===== src/rtl/mem_arbiter_pkg.sv =====
// Package common: memory access types and arbiter enums.
// Shared by mem_arbiter and mem_align.
package common;

    typedef enum logic [3:0] {
        NONE = 4'd0,
        LB   = 4'd1,
        LH   = 4'd2,
        LW   = 4'd3,
        LBU  = 4'd4,
        LHU  = 4'd5,
        SB   = 4'd6,
        SH   = 4'd7,
        SW   = 4'd8
    } mem_access_type;

    typedef enum logic {
        IFETCH = 1'b0,
        DATA   = 1'b1
    } arb_owner_t;

    typedef enum logic [1:0] {
        IDLE = 2'd0,
        WAIT = 2'd1,
        ERR  = 2'd2
    } arb_state_t;

endpackage


===== src/rtl/mem_align.sv =====
// Byte-lane strobes, write replication, load extension and
// misalignment detection for one memory access.
import common::*;

module mem_align (
    input  mem_access_type acc,
    input  logic [1:0]     off,
    input  logic [31:0]    wdata,
    input  logic [31:0]    rdata,
    output logic           we,
    output logic [3:0]     wstrb,
    output logic [31:0]    wdata_lane,
    output logic [31:0]    rdata_ext,
    output logic           misaligned
);

    logic [31:0] byte_v;
    logic [31:0] half_v;

    assign byte_v = rdata >> {off, 3'b000};
    assign half_v = rdata >> {off[1], 4'b0000};

    always_comb begin
        we         = 1'b0;
        wstrb      = 4'b0000;
        wdata_lane = wdata;
        rdata_ext  = 32'h0;
        misaligned = 1'b0;
        unique case (1'b1)
            acc == LB:  rdata_ext = {{24{byte_v[7]}}, byte_v[7:0]};
            acc == LBU: rdata_ext = {24'h0, byte_v[7:0]};
            acc == LH: begin
                misaligned = off[0];
                rdata_ext  = {{16{half_v[15]}}, half_v[15:0]};
            end
            acc == LHU: begin
                misaligned = off[0];
                rdata_ext  = {16'h0, half_v[15:0]};
            end
            acc == LW: begin
                misaligned = |off;
                rdata_ext  = rdata;
            end
            acc == SB: begin
                we         = 1'b1;
                wstrb      = 4'b0001 << off;
                wdata_lane = {4{wdata[7:0]}};
            end
            acc == SH: begin
                we         = 1'b1;
                misaligned = off[0];
                wstrb      = 4'b0011 << off;
                wdata_lane = {2{wdata[15:0]}};
            end
            acc == SW: begin
                we         = 1'b1;
                misaligned = |off;
                wstrb      = 4'b1111;
            end
            default: misaligned = 1'b1;
        endcase
    end

endmodule


===== src/rtl/mem_arbiter.sv =====
// Fetch/data arbiter onto one single-outstanding memory port.
// Define MEM_ARB_FAIR_EN for round-robin instead of data priority.
import common::*;

module mem_arbiter (
    input  logic           clk,
    input  logic           rst,
    input  logic           if_req,
    input  logic [31:0]    if_addr,
    output logic           if_gnt,
    output logic           if_rvalid,
    output logic [31:0]    if_rdata,
    input  logic           d_req,
    input  mem_access_type d_access_type,
    input  logic [31:0]    d_addr,
    input  logic [31:0]    d_wdata,
    output logic           d_gnt,
    output logic           d_rvalid,
    output logic [31:0]    d_rdata,
    output logic           d_err,
    output logic           mem_req,
    output logic           mem_we,
    output logic [31:0]    mem_addr,
    output logic [3:0]     mem_wstrb,
    output logic [31:0]    mem_wdata,
    input  logic           mem_ack,
    input  logic [31:0]    mem_rdata
);

    arb_state_t     state;
    arb_owner_t     owner;
    mem_access_type cap_type;
    logic [1:0]     cap_off;
    logic           pick_d;

`ifdef MEM_ARB_FAIR_EN
    arb_owner_t ptr;
    assign pick_d = d_req && (!if_req || ptr == DATA);
`else
    assign pick_d = d_req;
`endif

    assign d_gnt  = !rst && state == IDLE && pick_d;
    assign if_gnt = !rst && state == IDLE && if_req && !pick_d;

    // Live request fields at grant, captured fields while waiting.
    mem_access_type a_type;
    logic [31:0]    a_addr;
    logic           a_we;
    logic [3:0]     a_wstrb;
    logic [31:0]    a_wdata;
    logic [31:0]    a_rdata;
    logic           a_mis;

    always_comb begin
        a_type = cap_type;
        a_addr = {30'h0, cap_off};
        if (state == IDLE) begin
            a_type = pick_d ? d_access_type : LW;
            a_addr = pick_d ? d_addr : if_addr;
        end
    end

    mem_align u_align (
        .acc        (a_type),
        .off        (a_addr[1:0]),
        .wdata      (d_wdata),
        .rdata      (mem_rdata),
        .we         (a_we),
        .wstrb      (a_wstrb),
        .wdata_lane (a_wdata),
        .rdata_ext  (a_rdata),
        .misaligned (a_mis)
    );

    always_ff @(posedge clk or posedge rst) begin
        if (rst) begin
            state     <= IDLE;
            owner     <= IFETCH;
            cap_type  <= NONE;
            cap_off   <= 2'b00;
            mem_req   <= 1'b0;
            mem_we    <= 1'b0;
            mem_addr  <= 32'h0;
            mem_wstrb <= 4'h0;
            mem_wdata <= 32'h0;
            if_rvalid <= 1'b0;
            if_rdata  <= 32'h0;
            d_rvalid  <= 1'b0;
            d_rdata   <= 32'h0;
            d_err     <= 1'b0;
`ifdef MEM_ARB_FAIR_EN
            ptr       <= DATA;
`endif
        end else begin
            if_rvalid <= 1'b0;
            d_rvalid  <= 1'b0;
            d_err     <= 1'b0;
            unique case (state)
                IDLE: if (d_gnt || if_gnt) begin
                    owner    <= pick_d ? DATA : IFETCH;
                    cap_type <= a_type;
                    cap_off  <= a_addr[1:0];
`ifdef MEM_ARB_FAIR_EN
                    ptr      <= pick_d ? IFETCH : DATA;
`endif
                    if (pick_d && a_mis) begin
                        state <= ERR;
                    end else begin
                        state     <= WAIT;
                        mem_req   <= 1'b1;
                        mem_we    <= a_we;
                        mem_addr  <= {a_addr[31:2], 2'b00};
                        mem_wstrb <= a_wstrb;
                        mem_wdata <= a_wdata;
                    end
                end
                WAIT: if (mem_ack) begin
                    state     <= IDLE;
                    mem_req   <= 1'b0;
                    mem_we    <= 1'b0;
                    mem_wstrb <= 4'h0;
                    if (owner == DATA) begin
                        d_rvalid <= 1'b1;
                        d_rdata  <= a_rdata;
                    end else begin
                        if_rvalid <= 1'b1;
                        if_rdata  <= mem_rdata;
                    end
                end
                ERR: begin
                    state    <= IDLE;
                    d_rvalid <= 1'b1;
                    d_err    <= 1'b1;
                    d_rdata  <= 32'h0;
                end
                default: state <= IDLE;
            endcase
        end
    end

endmodule

===== config.mk =====
export PLATFORM = sky130hd
export DESIGN_NAME = mem_arbiter
export DESIGN_NICKNAME = d
export VERILOG_FILES = /design/src/rtl/mem_arbiter_pkg.sv /design/src/rtl/mem_align.sv /design/src/rtl/mem_arbiter.sv
export SDC_FILE = /design/constraint.sdc
export NUM_CORES = 1
export LEC_CHECK = 0
export ABC_AREA = 1
export BUFFER_PORTS_ARGS = -buffer_cell sky130_fd_sc_hd__buf_2
export CAP_MARGIN = 15
export CORE_AREA = 2 2 181 94
export CTS_CLUSTER_DIAMETER = 50
export DETAILED_ROUTE_END_ITERATION = 10
export DIE_AREA = 0 0 183 96
export GPL_TIMING_DRIVEN = 1
export PLACE_DENSITY = 0.73
export REMOVE_ABC_BUFFERS = 1
export SYNTH_ARGS = -nofsm -noshare
export SYNTH_HDL_FRONTEND = slang
export SYNTH_SLANG_ARGS = --single-unit

===== constraint.sdc =====
create_clock -name clk -period 7.1 [get_ports clk]
set_clock_uncertainty 0.15 [all_clocks]
set_input_delay 1.065 -clock clk [delete_from_list [all_inputs] [get_ports clk]]
set_output_delay 1.065 -clock clk [all_outputs]
set_load 0.05 [all_outputs]

# Yosys cells after proc, flatten, opt, wreduce, memory -nomap -nowiden
# Index checks and enable logic that the tools add are counted.
# word_totals
output_inout_bits	139
input_bits	137
word_cells	91
ff_bits	144
# classes
shift	4
n_reduce_logical	22
n_eq_ne	14
n_mux	35
bitwise_logic	2
# ops
op	n
32-bit case mux with 5 select lines	1
32-bit 2-to-1 mux	4
32-bit case mux with 2 select lines	2
32-bit by 5-bit >> shifter with 16-bit output	1
32-bit by 5-bit >> shifter with 8-bit output	1
4-bit 2-to-1 mux	5
4-bit by 3-bit == test with 1-bit output, second input constant	4
1-bit 2-to-1 mux	13
4-bit case mux with 3 select lines	1
3-bit AND reduction	3
3-bit OR reduction	3
4-bit by 2-bit == test with 1-bit output, second input constant	2
4-bit case mux with 2 select lines	1
2-bit 2-to-1 mux	3
2-bit != test, second input constant	3
1-bit case mux with 2 select lines	3
1-bit logical AND	5
4-bit by 1-bit == test with 1-bit output, second input constant	1
4-bit == test, second input constant	1
2-bit case mux with 2 select lines	1
2-bit AND reduction	2
4-bit AND reduction	1
2-bit nonzero test	2
2-bit OR reduction	2
10 further kinds	12

# Depth between registers and ports, before layout
# depth
ltp_word	9
mapped_depth	18

# Cells and area by module
# Synthesis repeated with hierarchy kept, for this count alone.
# hier_totals
cells_unflattened	1004
area_unflattened_um2	7523.5
# modules_own_cells
module	n_inst	area_each_um2	seq_area_each_um2	cells_each
mem_arbiter	1	6112.1	3603.5	696
mem_align	1	1411.4	0.0	308

# Worst setup path before layout
# No wires, ideal clock.
# synth_path
kind	input to output
start	input rst
end	output if_gnt
path_buffers	0
t_arrival_ns	5.194
stages	3
required_ns	5.885
path_slack_ns	0.691
path_cell_list	inv_1 -> nand3_1 -> nor2_1
# synth_between
elab_chain_cells	4
# synth_rtl
element	line	source
start, declared	mem_arbiter.sv:7	input logic rst,
1-bit zero test (no source line)	--	
1-bit logical AND (3 in series)	mem_arbiter.sv:44	assign if_gnt = !rst && state == IDLE && if_req && !pick_d;
end, declared	mem_arbiter.sv:10	output logic if_gnt,
# Every way passes these cells.

# Worst setup path after layout
# layout_path
start	register state[0]
end	register d_rdata[8]
# layout_between
elab_chain_cells	7
word_cells_on_any_way	20
classes_between	eq/ne (9); shift (2); mux (6); reduce/logical (3)
# layout_rtl
element	line	source
start, declared	mem_arbiter.sv:30	arb_state_t state;
start signal, assigned	mem_arbiter.sv:78	state <= IDLE;
start signal, assigned	mem_arbiter.sv:108	state <= ERR;
start signal, assigned	mem_arbiter.sv:110	state <= WAIT;
2-bit zero test	mem_arbiter.sv:58	if (state == IDLE) begin
32-bit 2-to-1 mux / 4-bit 2-to-1 mux (equally long branches)	mem_arbiter.sv:58	
32-bit by 5-bit >> shifter with 16-bit output, or another cell as far along	mem_align.sv:21	assign half_v = rdata >> {off[1], 4'b0000};
32-bit case mux with 5 select lines	mem_align.sv:29	unique case (1'b1)
32-bit 2-to-1 mux	mem_arbiter.sv:123	if (owner == DATA) begin
32-bit 2-to-1 mux	mem_arbiter.sv:118	WAIT: if (mem_ack) begin
32-bit case mux with 2 select lines	mem_arbiter.sv:99	unique case (state)
end signal, assigned	mem_arbiter.sv:125	d_rdata <= a_rdata;
end, declared	mem_arbiter.sv:19	output logic [31:0] d_rdata,
# Several ways; a longest one is shown, not always the timed one. The select of a mux whose other input is x is not followed.
# A chain may end at the register's enable or synchronous reset.

==> impl_metrics.xml <==
<?xml version="1.0" encoding="UTF-8"?>
<metrics>
  <group name="timing">
    <metric name="timing.setup.tns" unit="ps">0</metric>
    <metric name="final-hold-violation-count" unit="">0</metric>
    <metric name="achievable-frequency" unit="MHz">230.5</metric>
    <metric name="slew_at_the_pin_with_the_worst_max_slew_slack" unit="ps">1136</metric>
    <metric name="timing.final.crit_share" unit="">0.6110</metric>
    <metric name="timing.max_slew.rel_slack" unit="">0.2420</metric>
    <metric name="whs" unit="ps">314.3</metric>
    <metric name="finalWorstPathRequiredPeriod" unit="ps">4338</metric>
    <metric name="maxSlewViolCount" unit="">0</metric>
    <metric name="setup_viol_count_final" unit="">0</metric>
    <metric name="setup_repair_after_global_routing_missed_its_margin" unit="">no</metric>
  </group>
  <group name="clock_network">
    <metric name="cts_tree" unit="">done</metric>
    <metric name="cts_hold_buffers" unit="">0</metric>
    <metric name="cts_htree_levels" unit="">4</metric>
    <metric name="cts_buffers" unit="">17</metric>
    <metric name="worst_skew_pair.late_latency" unit="ps">410</metric>
    <metric name="post_cts_resize_count" unit="">0</metric>
    <metric name="clkSinkCount" unit="">144</metric>
    <metric name="number_of_buffers_between_clock_root_and_the_deepest_sink" unit="">2</metric>
    <metric name="clock_root_buffer" unit="">sky130_fd_sc_hd__clkbuf_16</metric>
    <metric name="postCtsSetupRepairBufs" unit="">0</metric>
    <metric name="clk_pin_slew_worst_paths" unit="ps">60</metric>
  </group>
  <group name="setup_path">
    <metric name="critical_path_peak_fanout" unit="">32</metric>
    <metric name="cp_data_arrival_time" unit="ps">4540</metric>
    <metric name="setup.worst_path.end_class" unit="">flip-flop</metric>
    <metric name="cp.required" unit="ps">7300</metric>
    <metric name="start_kind" unit="">flip-flop</metric>
    <metric name="crit_type" unit="">flip-flop to flip-flop</metric>
  </group>
  <group name="route">
    <metric name="dr_total_vias" unit="">6756</metric>
    <metric name="totalWireLength" unit="um">21690</metric>
    <metric name="post_drt_wl_per_cell" unit="um">16.00</metric>
    <metric name="vias_per_cell" unit="">4.982</metric>
    <metric name="antenna_violating_nets_post_route" unit="">0</metric>
    <metric name="drtPass1Iterations" unit="">5</metric>
    <metric name="first_iter_violations" unit="">558</metric>
    <metric name="detail_route.drc_violations" unit="">0</metric>
  </group>
  <group name="synthesis">
    <metric name="netlist.area_leader.share" unit="">0.5105</metric>
    <metric name="synth_warnings" unit="">0</metric>
    <metric name="synth.lib_cells_used.distinct" unit="">31</metric>
    <metric name="syn_avg_cell_area" unit="sq um">8.013</metric>
    <metric name="synthDominantAreaCellType" unit="">sky130_fd_sc_hd__dfrtp_1</metric>
    <metric name="synth.ff_latch_count" unit="">144</metric>
    <metric name="ys_top_cells_by_count" unit="">359 x sky130_fd_sc_hd__nand2_1, 144 x sky130_fd_sc_hd__dfrtp_1, 87 x sky130_fd_sc_hd__o21ai_0</metric>
    <metric name="ys_seq_area_frac" unit="">0.5105</metric>
    <metric name="synth-edff-count" unit="">0</metric>
    <metric name="synth_async_sr_flop_share" unit="">1.000</metric>
    <metric name="ys.flop_type" unit="">sky130_fd_sc_hd__dfrtp_1</metric>
    <metric name="post_synth_instance_area" unit="sq mm">0.007059</metric>
    <metric name="synthCells" unit="">881</metric>
    <metric name="post-synth-top-count-cell" unit="">sky130_fd_sc_hd__nand2_1</metric>
    <metric name="synth.area.top_cells" unit="">sky130_fd_sc_hd__dfrtp_1 51%, sky130_fd_sc_hd__nand2_1 19%, sky130_fd_sc_hd__o21ai_0 6.2%, sky130_fd_sc_hd__nand3_1 4.3%, sky130_fd_sc_hd__mux2i_1 4.3%</metric>
  </group>
  <group name="global_route">
    <metric name="grt_antenna_before_repair" unit="">2</metric>
    <metric name="grt_first_pass_wirelength" unit="um">33960</metric>
    <metric name="final_global_route_overflow_total" unit="">0</metric>
    <metric name="first_global_vias" unit="">6280</metric>
    <metric name="globalRouteTotalUtil" unit="">0.2508</metric>
    <metric name="grt_max_degree" unit="">118</metric>
  </group>
  <group name="place">
    <metric name="port_buffers" unit="">273</metric>
    <metric name="place_hpwl" unit="um">15730</metric>
    <metric name="finalWeightedCongestion" unit="">0.8227</metric>
  </group>
  <group name="floorplan">
    <metric name="die_x" unit="um">183</metric>
    <metric name="start_util" unit="">0.4406</metric>
    <metric name="io_pins" unit="">276</metric>
    <metric name="floorplan.rows" unit="">33</metric>
    <metric name="die_area" unit="sq mm">0.01757</metric>
    <metric name="die_extent_in_y" unit="um">96</metric>
    <metric name="placeableCoreArea" unit="sq mm">0.01602</metric>
  </group>
  <group name="outcome">
    <metric name="status" unit="">complete, no violations</metric>
  </group>
  <group name="power_and_ir_drop">
    <metric name="cellPowerDensity" unit="mW/mm^2">569.9</metric>
    <metric name="cellLeakagePower" unit="uW">0.005232</metric>
    <metric name="power.ir.vdd_worst" unit="uV">240.3</metric>
  </group>
  <group name="cells_and_area">
    <metric name="drive_above_1_share" unit="">0.2917</metric>
    <metric name="layout_net_count" unit="">1272</metric>
    <metric name="areaGrowthSynthToFinish" unit="%">28.52</metric>
    <metric name="finish.utilization" unit="">0.5663</metric>
  </group>
  <group name="flow_run">
    <metric name="max-cap-violations" unit="">0</metric>
  </group>
  <group name="hold_path">
    <metric name="hold_path_class" unit="">flip-flop to flip-flop</metric>
  </group>
</metrics>
[worst max-delay path: stages, from the launching register on]
cell                      delay (ps)
sky130_fd_sc_hd__dfrtp_1         400
sky130_fd_sc_hd__inv_1            90
sky130_fd_sc_hd__ha_1            580
sky130_fd_sc_hd__inv_2           180
sky130_fd_sc_hd__nand2_1         110
sky130_fd_sc_hd__nand2_1         110
sky130_fd_sc_hd__nor2_4          300
sky130_fd_sc_hd__nand2_1         150
sky130_fd_sc_hd__inv_1           850
sky130_fd_sc_hd__nor2_1          140
sky130_fd_sc_hd__a21oi_2         680
sky130_fd_sc_hd__buf_4           370
sky130_fd_sc_hd__nand2_1          80
sky130_fd_sc_hd__nand2_1          70
[report_power, final]
group	total (uW)	leakage [uW]	switching [uW]	internal, uW
clock	904	0.000284	372	532
combinational	2900	0.00310	2250	641
sequential	1370	0.00185	190	1180
total	5170	0.00523	2820	2350
[cell type report]
cell class                 count  area (sq um)
antenna                        1         2.502
clock buffer                  18         439.2
clock inverter                14         153.9
fill                        1535          6948
inverter                      51         196.4
multi-input combinational    638          2995
sequential                   144          3603
tap                          210         262.8
timing repair buffer         280          1419
[stage by stage]
| step | instances | setup WS, ps | instance area [sq um] | total power (uW) |
|---|---|---|---|---|
| 2_1_floorplan | 833 | 691.0 | 6787 | 3486 |
| 5_1_grt | 1355 | 2359 | 9070 | 5493 |
| 6_report | 1356 | 2762 | 9072 | 5170 |
| 3_5_place_dp | 1323 | 2649 | 8477 | 4262 |
| 4_1_cts | 1355 | 2827 | 9070 | 5178 |
| 3_3_place_gp | 1323 | 2693 | 8477 | 4214 |
[cells by family (layout without fill, tap and decap cells)]
logic type               Yosys count  in the layout  share of synthesized area
AND/OR/NAND/NOR                  456            456                     0.2627
AO/OA/AOI/OAI                    147            147                     0.1122
flip-flops                       144            144                     0.5105
buffers and inverters            100            363                    0.06629
multiplexers                      30             30                    0.04254
adder cells (fa/ha/maj)            3              3                   0.005318
other                              1              3                  0.0005312
[registers in the layout, indices dropped and copies added, names as in the netlist, 2 cells and up]
name       cells
cap_off        2
d_rdata       32
mem_wdata     32
if_rdata      32
mem_wstrb      4
state          2
cap_type       4
mem_addr      30
[path summary, 6_finish.rpt]
path | start | to | slack (ps) | cells after the start
max in group asynchronous | rst | cap_type[2]$_DFFE_PP0P_ | 4900 | 3
worst min-delay path | if_rdata[2]$_DFFE_PP0P_ | if_rdata[2]$_DFFE_PP0P_ | 310 | 2
worst max-delay path | state[0]$_DFFE_PP0P_ | d_rdata[8]$_DFFE_PP0P_ | 2760 | 13
worst min register to register | if_rdata[2]$_DFFE_PP0P_ | if_rdata[2]$_DFFE_PP0P_ | 310 | 2
min in group asynchronous | rst | if_rdata[0]$_DFFE_PP0P_ | 670 | 2
worst max register to register | state[0]$_DFFE_PP0P_ | d_rdata[8]$_DFFE_PP0P_ | 2760 | 13
[per-layer routing]
| layer | track usage | vias to the layer above | share of wire |
|---|---|---|---|
| li1 | - | 3352 | - |
| met1 | 0.3875 | 3150 | 0.51 |
| met3 | 0.06054 | 21 | 0.072 |
| met2 | 0.3513 | 233 | 0.40 |
| met4 | 0.05667 | 0 | 0.0098 |
| met5 | 0 | - | 0 |
[layout by cell type (no fill, tap or decap), drive strengths merged]
master    count
clkinvlp      3
o21ai       109
ha            3
dfrtp       144
mux2i        30
inv          55
conb          2
clkbuf       18
nand4         6
clkinv        5
nand2       365
or2           1
nor2         20
diode         1
a22oi         8
buf         280
nor3          2
nand3        62
o21a          1
a21oi        29
bufinv        2
No activity file was read; power rests on OpenSTA's default activity.
